**config.mk**
```make
export PLATFORM = sky130hd
export DESIGN_NAME = cpu_ctrl_flat
export DESIGN_NICKNAME = d
export VERILOG_FILES = /design/src/rtl/cpu_pkg.sv /design/src/rtl/cpu_ctrl_if.sv /design/src/rtl/cpu_pc.sv /design/src/rtl/cpu_ctrl.sv /design/src/flat_wrapper.sv
export SDC_FILE = /design/constraint.sdc
export NUM_CORES = 1
export LEC_CHECK = 0
export ABC_AREA = 0
export CAP_MARGIN = 20
export CORE_ASPECT_RATIO = 0.8
export CORE_MARGIN = 5
export CORE_UTILIZATION = 55
export CTS_CLUSTER_DIAMETER = 100
export DETAILED_ROUTE_END_ITERATION = 16
export DONT_BUFFER_PORTS = 1
export HOLD_SLACK_MARGIN = 0.05
export PLACE_DENSITY = 0.68
export SKIP_CTS_REPAIR_TIMING = 1
export SYNTH_ARGS = -nofsm -noshare
export SYNTH_HDL_FRONTEND = slang
export SYNTH_HIERARCHICAL = 1
export SYNTH_SLANG_ARGS = --single-unit
```
**constraint.sdc**
```tcl
create_clock -name clk -period 2.9 [get_ports clk]
set_input_delay 0.29 -clock clk [delete_from_list [all_inputs] [get_ports clk]]
set_output_delay 0.29 -clock clk [all_outputs]
set_load 0.005 [all_outputs]
```
**src/rtl/cpu_pkg.sv**
```systemverilog
// cpu_pkg: shared state, instruction class, ALU and jump-condition encodings for the 8-bit CPU
package cpu_pkg;
  typedef enum logic [2:0] {
    S_START, S_FETCH, S_DECODE, S_OPERAND, S_LOAD, S_STORE, S_ALU, S_HALT
  } state_t;
  localparam logic [1:0] CLS_ALU   = 2'b00;
  localparam logic [1:0] CLS_LOAD  = 2'b01;
  localparam logic [1:0] CLS_STORE = 2'b10;
  localparam logic [1:0] CLS_JUMP  = 2'b11;
  localparam logic [2:0] ALU_STOP = 3'd0;
  localparam logic [2:0] ALU_ADD  = 3'd1;
  localparam logic [2:0] ALU_SUB  = 3'd2;
  localparam logic [2:0] ALU_AND  = 3'd3;
  localparam logic [2:0] ALU_OR   = 3'd4;
  localparam logic [2:0] ALU_XOR  = 3'd5;
  localparam logic [1:0] JMP_ALWAYS = 2'd0;
  localparam logic [1:0] JMP_ZERO   = 2'd1;
  localparam logic [1:0] JMP_CARRY  = 2'd2;
  localparam logic [1:0] JMP_NEVER  = 2'd3;
  function automatic logic is_alu_op(input logic [2:0] s);
    return s inside {[ALU_ADD:ALU_XOR]};
  endfunction
endpackage

```
**src/rtl/cpu_ctrl_if.sv**
```systemverilog
// cpu_ctrl_if: memory request/ack bus between the control sequencer and memory
interface cpu_ctrl_if;
  logic       mem_req;
  logic       mem_we;
  logic [7:0] mem_addr;
  logic [7:0] mem_wdata;
  logic [7:0] mem_rdata;
  logic       mem_ack;
  modport master(output mem_req, mem_we, mem_addr, mem_wdata, input mem_rdata, mem_ack);
  modport slave(input mem_req, mem_we, mem_addr, mem_wdata, output mem_rdata, mem_ack);
endinterface

```
**src/rtl/cpu_pc.sv**
```systemverilog
// cpu_pc: 8-bit program counter, load has priority over increment
module cpu_pc #(
  parameter logic [7:0] RESET_PC = 8'h00
) (
  input  logic       clk,
  input  logic       rst,
  input  logic       inc,
  input  logic       ld,
  input  logic [7:0] d,
  output logic [7:0] pc
);
  always_ff @(posedge clk)
    if (!rst) pc <= RESET_PC;
    else if (ld) pc <= d;
    else if (inc) pc <= pc + 8'd1;
endmodule

```
**src/rtl/cpu_ctrl.sv**
```systemverilog
// cpu_ctrl: fetch/decode/execute sequencer owning PC, IR, operand latch and flags
module cpu_ctrl
  import cpu_pkg::*;
#(
  parameter logic [7:0] RESET_PC = 8'h00
) (
  input  logic             clk,
  input  logic             rst,
  cpu_ctrl_if.master       mem,
  input  logic [7:0]       reg_a,
  output logic             a_we,
  output logic             a_src,
  output logic             b_we,
  output logic [2:0]       alu_op,
  input  logic [7:0]       alu_result,
  input  logic             alu_carry,
  output logic             halted,
  output logic             flag_zero,
  output logic             flag_carry
);
  state_t     state, nxt;
  logic [7:3] ir;
  logic [7:0] opnd, pc;
  logic [1:0] cls;
  logic [2:0] sub;
  logic       ack, take, alu_do, ld_ack;
  assign cls    = ir[7:6];
  assign sub    = ir[5:3];
  assign ack    = mem.mem_req && mem.mem_ack;
  assign take   = sub[1:0] == JMP_ALWAYS || (sub[1:0] == JMP_ZERO && flag_zero) ||
                  (sub[1:0] == JMP_CARRY && flag_carry);
  assign alu_do = state == S_ALU && is_alu_op(sub);
  assign ld_ack = state == S_LOAD && ack;
  assign mem.mem_req   = state inside {S_FETCH, S_OPERAND, S_LOAD, S_STORE};
  assign mem.mem_we    = state == S_STORE;
  assign mem.mem_addr  = state inside {S_FETCH, S_OPERAND} ? pc :
                         state inside {S_LOAD, S_STORE} ? opnd : 8'h00;
  assign mem.mem_wdata = state == S_STORE ? reg_a : 8'h00;
  assign a_we   = alu_do || (ld_ack && !sub[0]);
  assign b_we   = ld_ack && sub[0];
  assign a_src  = alu_do;
  assign alu_op = alu_do ? sub : 3'd0;
  assign halted = state == S_HALT;
  cpu_pc #(.RESET_PC(RESET_PC)) u_pc (
    .clk(clk),
    .rst(rst),
    .inc(ack && state inside {S_FETCH, S_OPERAND}),
    .ld (ack && state == S_OPERAND && cls == CLS_JUMP && take),
    .d  (mem.mem_rdata),
    .pc (pc)
  );
  always_comb begin
    nxt = state;
    unique case (state)
      S_START:   nxt = S_FETCH;
      S_FETCH:   nxt = ack ? S_DECODE : S_FETCH;
      S_DECODE:  nxt = cls != CLS_ALU ? S_OPERAND : sub == ALU_STOP ? S_HALT : S_ALU;
      S_OPERAND: nxt = !ack ? S_OPERAND : cls == CLS_LOAD ? S_LOAD :
                       cls == CLS_STORE ? S_STORE : S_FETCH;
      S_LOAD:    nxt = ack ? S_FETCH : S_LOAD;
      S_STORE:   nxt = ack ? S_FETCH : S_STORE;
      S_ALU:     nxt = S_FETCH;
      S_HALT:    nxt = S_HALT;
      default:   nxt = S_START;
    endcase
  end
  always_ff @(posedge clk)
    if (!rst) begin
      state      <= S_START;
      ir         <= '0;
      opnd       <= '0;
      flag_zero  <= 1'b0;
      flag_carry <= 1'b0;
    end else begin
      state <= nxt;
      if (state == S_FETCH && ack) ir <= mem.mem_rdata[7:3];
      if (state == S_OPERAND && ack) opnd <= mem.mem_rdata;
      if (alu_do) begin
        flag_zero  <= alu_result == 8'h00;
        flag_carry <= (sub == ALU_ADD || sub == ALU_SUB) && alu_carry;
      end
    end
endmodule

```
**src/flat_wrapper.sv**
```systemverilog
// flat-port wrapper written by rule: the top's interface ports become plain ports
module cpu_ctrl_flat import cpu_pkg::*;
#(
  parameter logic [7:0] RESET_PC = 8'h00
)
  (clk, rst, reg_a, a_we, a_src, b_we, alu_op, alu_result, alu_carry, halted, flag_zero, flag_carry, mem_mem_req, mem_mem_we, mem_mem_addr, mem_mem_wdata, mem_mem_rdata, mem_mem_ack);
  cpu_ctrl_if mem_i ();
  input  logic clk;
  input  logic rst;
  input  logic [7:0] reg_a;
  output logic a_we;
  output logic a_src;
  output logic b_we;
  output logic [2:0] alu_op;
  input  logic [7:0] alu_result;
  input  logic alu_carry;
  output logic halted;
  output logic flag_zero;
  output logic flag_carry;
  output wire logic [$bits(mem_i.mem_req)-1:0] mem_mem_req;
  output wire logic [$bits(mem_i.mem_we)-1:0] mem_mem_we;
  output wire logic [$bits(mem_i.mem_addr)-1:0] mem_mem_addr;
  output wire logic [$bits(mem_i.mem_wdata)-1:0] mem_mem_wdata;
  input wire logic [$bits(mem_i.mem_rdata)-1:0] mem_mem_rdata;
  input wire logic [$bits(mem_i.mem_ack)-1:0] mem_mem_ack;
  assign mem_mem_req = mem_i.mem_req;
  assign mem_mem_we = mem_i.mem_we;
  assign mem_mem_addr = mem_i.mem_addr;
  assign mem_mem_wdata = mem_i.mem_wdata;
  assign mem_i.mem_rdata = mem_mem_rdata;
  assign mem_i.mem_ack = mem_mem_ack;
  cpu_ctrl #(.RESET_PC(RESET_PC)) u_core (.clk(clk), .rst(rst), .mem(mem_i), .reg_a(reg_a), .a_we(a_we), .a_src(a_src), .b_we(b_we), .alu_op(alu_op), .alu_result(alu_result), .alu_carry(alu_carry), .halted(halted), .flag_zero(flag_zero), .flag_carry(flag_carry));
endmodule
```
==> flow_summary.toml <==
[run_status]
status = "finished, final reports clean"

[grt]
grt_overflow = 0
grt_antenna_before_repair = 0
grt_pass1_wl_um = 6470
grt_max_degree = 24
grtUsageTotal = 0.196
grt_pass1_vias = 1341

[worst_setup_path]
worst_ep_required_time_ps = 3130
rrSetupSlack_ps = 790
start_kind = "register"
cp-end-kind = "register"
critPathArrivalTime_ps = 2340
crit_type = "register to register"
crit_fanout = 13

[pwr]
power.total_mw = 0.656
clkPwrFrac = 0.286
p_leak_nw = 0.588
power_frac_comb = 0.123
intPower_mw = 0.479
p_sw_mw = 0.176
sw_frac_of_total = 0.269
pwr-share-seq = 0.591
power_density_mw_per_mm2 = 405
vdd_drop_max_v = 0.000302

[synth]
async_flop_share = 0
synth_seq_cells = 26
synthCells = 189
synth_cell_types = 46
post_synth.cell_area_avg_um2 = 8.41
synth_nets = 221
synth_edf_count = 0
yosys_warnings = 6
synth_area_mm2 = 0.00159
ys_seq_area_frac = 0.327
synth_ff_type = "dfxtp_1"

[sta]
fmax_mhz = 473
setup_viol = 0
period_share = 0.729
worst-slew-pin-transition_ps = 512
setup_tns_ps = 0
rsz0062_at_grt = "false"
min_period_ps = 2110
hold_viol = 0
fin_skew_ps = 7.79
slew_violations = 0
slew_headroom = 0.659

[floorplan]
die_area_mm2 = 0.00407
row_count = 17
core_mm2 = 0.00277
floorplan.die.width_um = 70.1
num_io_pins = 55
die_h_um = 58.1
start_util = 0.575

[clocking]
cts_sinks = 26
worst_skew_pair.late_latency_ps = 330
clkTransAtPathRegs_ps = 150
cts_max_path_buffers = 2
numCtsBuffers = 3
cts-root-buf = "clkbuf_4"
h-tree-depth = 1
cts_tree = "built"

[routing]
drtIter0Drc = 97
routed_wl_um = 3990
drt-pass1-iter-count = 4
drcViolationCount = 0
vias = 1394
ant_nets = 0
drt-wirelength-per-cell_um = 18.1
viasPerCell = 6.34

[layout]
nets = 215
layout_commonest_cell = "dfxtp_1"
fillCellCount = 258
final_area_mm2 = 0.00162
final_cells = 220
num_antenna_cells = 0
drive_above_1_share = 0.0604
syn2layout_area_growth_pct = 1.81
final_cell_mix = "dfxtp_1, nand2_1, and2_1"
post-route-util = 0.586

[placement]
place_area_mm2 = 0.00157
port_buffers = 0
gp_congestion = 0.812
dpl.hpwl_um = 2910
dp_cells = 215

[hold_path]
worst_hold_path_type = "input port to register"

[job]
drv_cap = 0
[final timing paths]
path,startpoint,to,cells past startpoint
hold / removal,rst,u_core/state[0],2
hold reg to reg,u_core/opnd[7],u_core/opnd[7],2
setup reg to reg,u_core/state[0],u_core/u_pc/pc[5],5
setup / recovery,u_core/state[0],u_core/u_pc/pc[5],5
[registers in the layout, summed over array words and instances, names as in the netlist]
register           cells
u_core/flag_zero       1
u_core/opnd            8
u_core/ir              5
u_core/state           3
u_core/flag_carry      1
u_core/u_pc/pc         8
[cells in the mapped netlist (3+ instances only)]
| library cell | number | area, um^2 |
|---|---|---|
| dfxtp_1 | 26 | 521 |
| nand2_1 | 23 | 86.3 |
| and2_1 | 16 | 100 |
| a21oi_1 | 11 | 55.1 |
| o21ai_0 | 11 | 55.1 |
| a32o_1 | 8 | 80.1 |
| mux2i_1 | 8 | 80.1 |
| buf_2 | 7 | 35.0 |
| inv_1 | 7 | 26.3 |
| nand3_1 | 6 | 30.0 |
| nor2_1 | 5 | 18.8 |
| and3_1 | 4 | 25.0 |
| ha_1 | 4 | 50.1 |
| nor3b_1 | 4 | 30.0 |
| buf_4 | 3 | 22.5 |
| clkbuf_1 | 3 | 11.3 |
| nand4_1 | 3 | 18.8 |
| nor2b_1 | 3 | 18.8 |
| xor2_1 | 3 | 26.3 |
[cell families (layout without fill, tap and decap cells)]
family / after synthesis / count (layout) / share of synthesized area
multiplexers: 8 / 8 / 0.0504
flip-flops: 26 / 26 / 0.327
buffers and inverters: 21 / 14 / 0.0669
XOR/XNOR: 5 / 5 / 0.0275
AO/OA/AOI/OAI: 44 / 44 / 0.202
adder cells (fa/ha/maj): 4 / 4 / 0.0315
AND/OR/NAND/NOR: 81 / 81 / 0.294
[per-layer routing]
layer,GRT usage,routed length (um)
met1,0.263,1820
met2,0.299,1710
met3,0.0763,447
met4,0.0464,12
met5,0,0
[power by group through the flow]
stage	Combinational [mW]	Sequential (mW)	Clock, mW
after detailed placement	0.0785	0.395	0
after CTS	0.0789	0.387	0.193
after floorplan	0.0788	0.385	0
after global placement	0.0755	0.394	0
final	0.0807	0.387	0.187
after global routing	0.0898	0.390	0.212
[cell type report]
| type | instances | area [um^2] | share of cell area |
|---|---|---|---|
| Sequential cell | 26 | 520 | 0.321 |
| Inverter | 7 | 26.3 | 0.0162 |
| Tap cell | 38 | 47.5 | 0.0294 |
| Multi-Input combinational cell | 142 | 963 | 0.595 |
| Clock buffer | 4 | 36.3 | 0.0224 |
| Timing Repair Buffer | 3 | 25.0 | 0.0155 |
[critical path: stages (launching register included)]
cell,delay [ps]
dfxtp_1,620
and4b_1,480
and3_1,460
and3b_1,250
o211ai_1,100
nand3_1,90
[through the flow]
stage / setup slack (ps) / hold slack (ps)
after floorplan: 1140 / 412
after global placement: 1010 / 421
after detailed placement: 877 / 421
after CTS: 803 / 68.1
after global routing: 596 / 50.1
final: 787 / 74.7
Power figures use the tool's default switching activity.
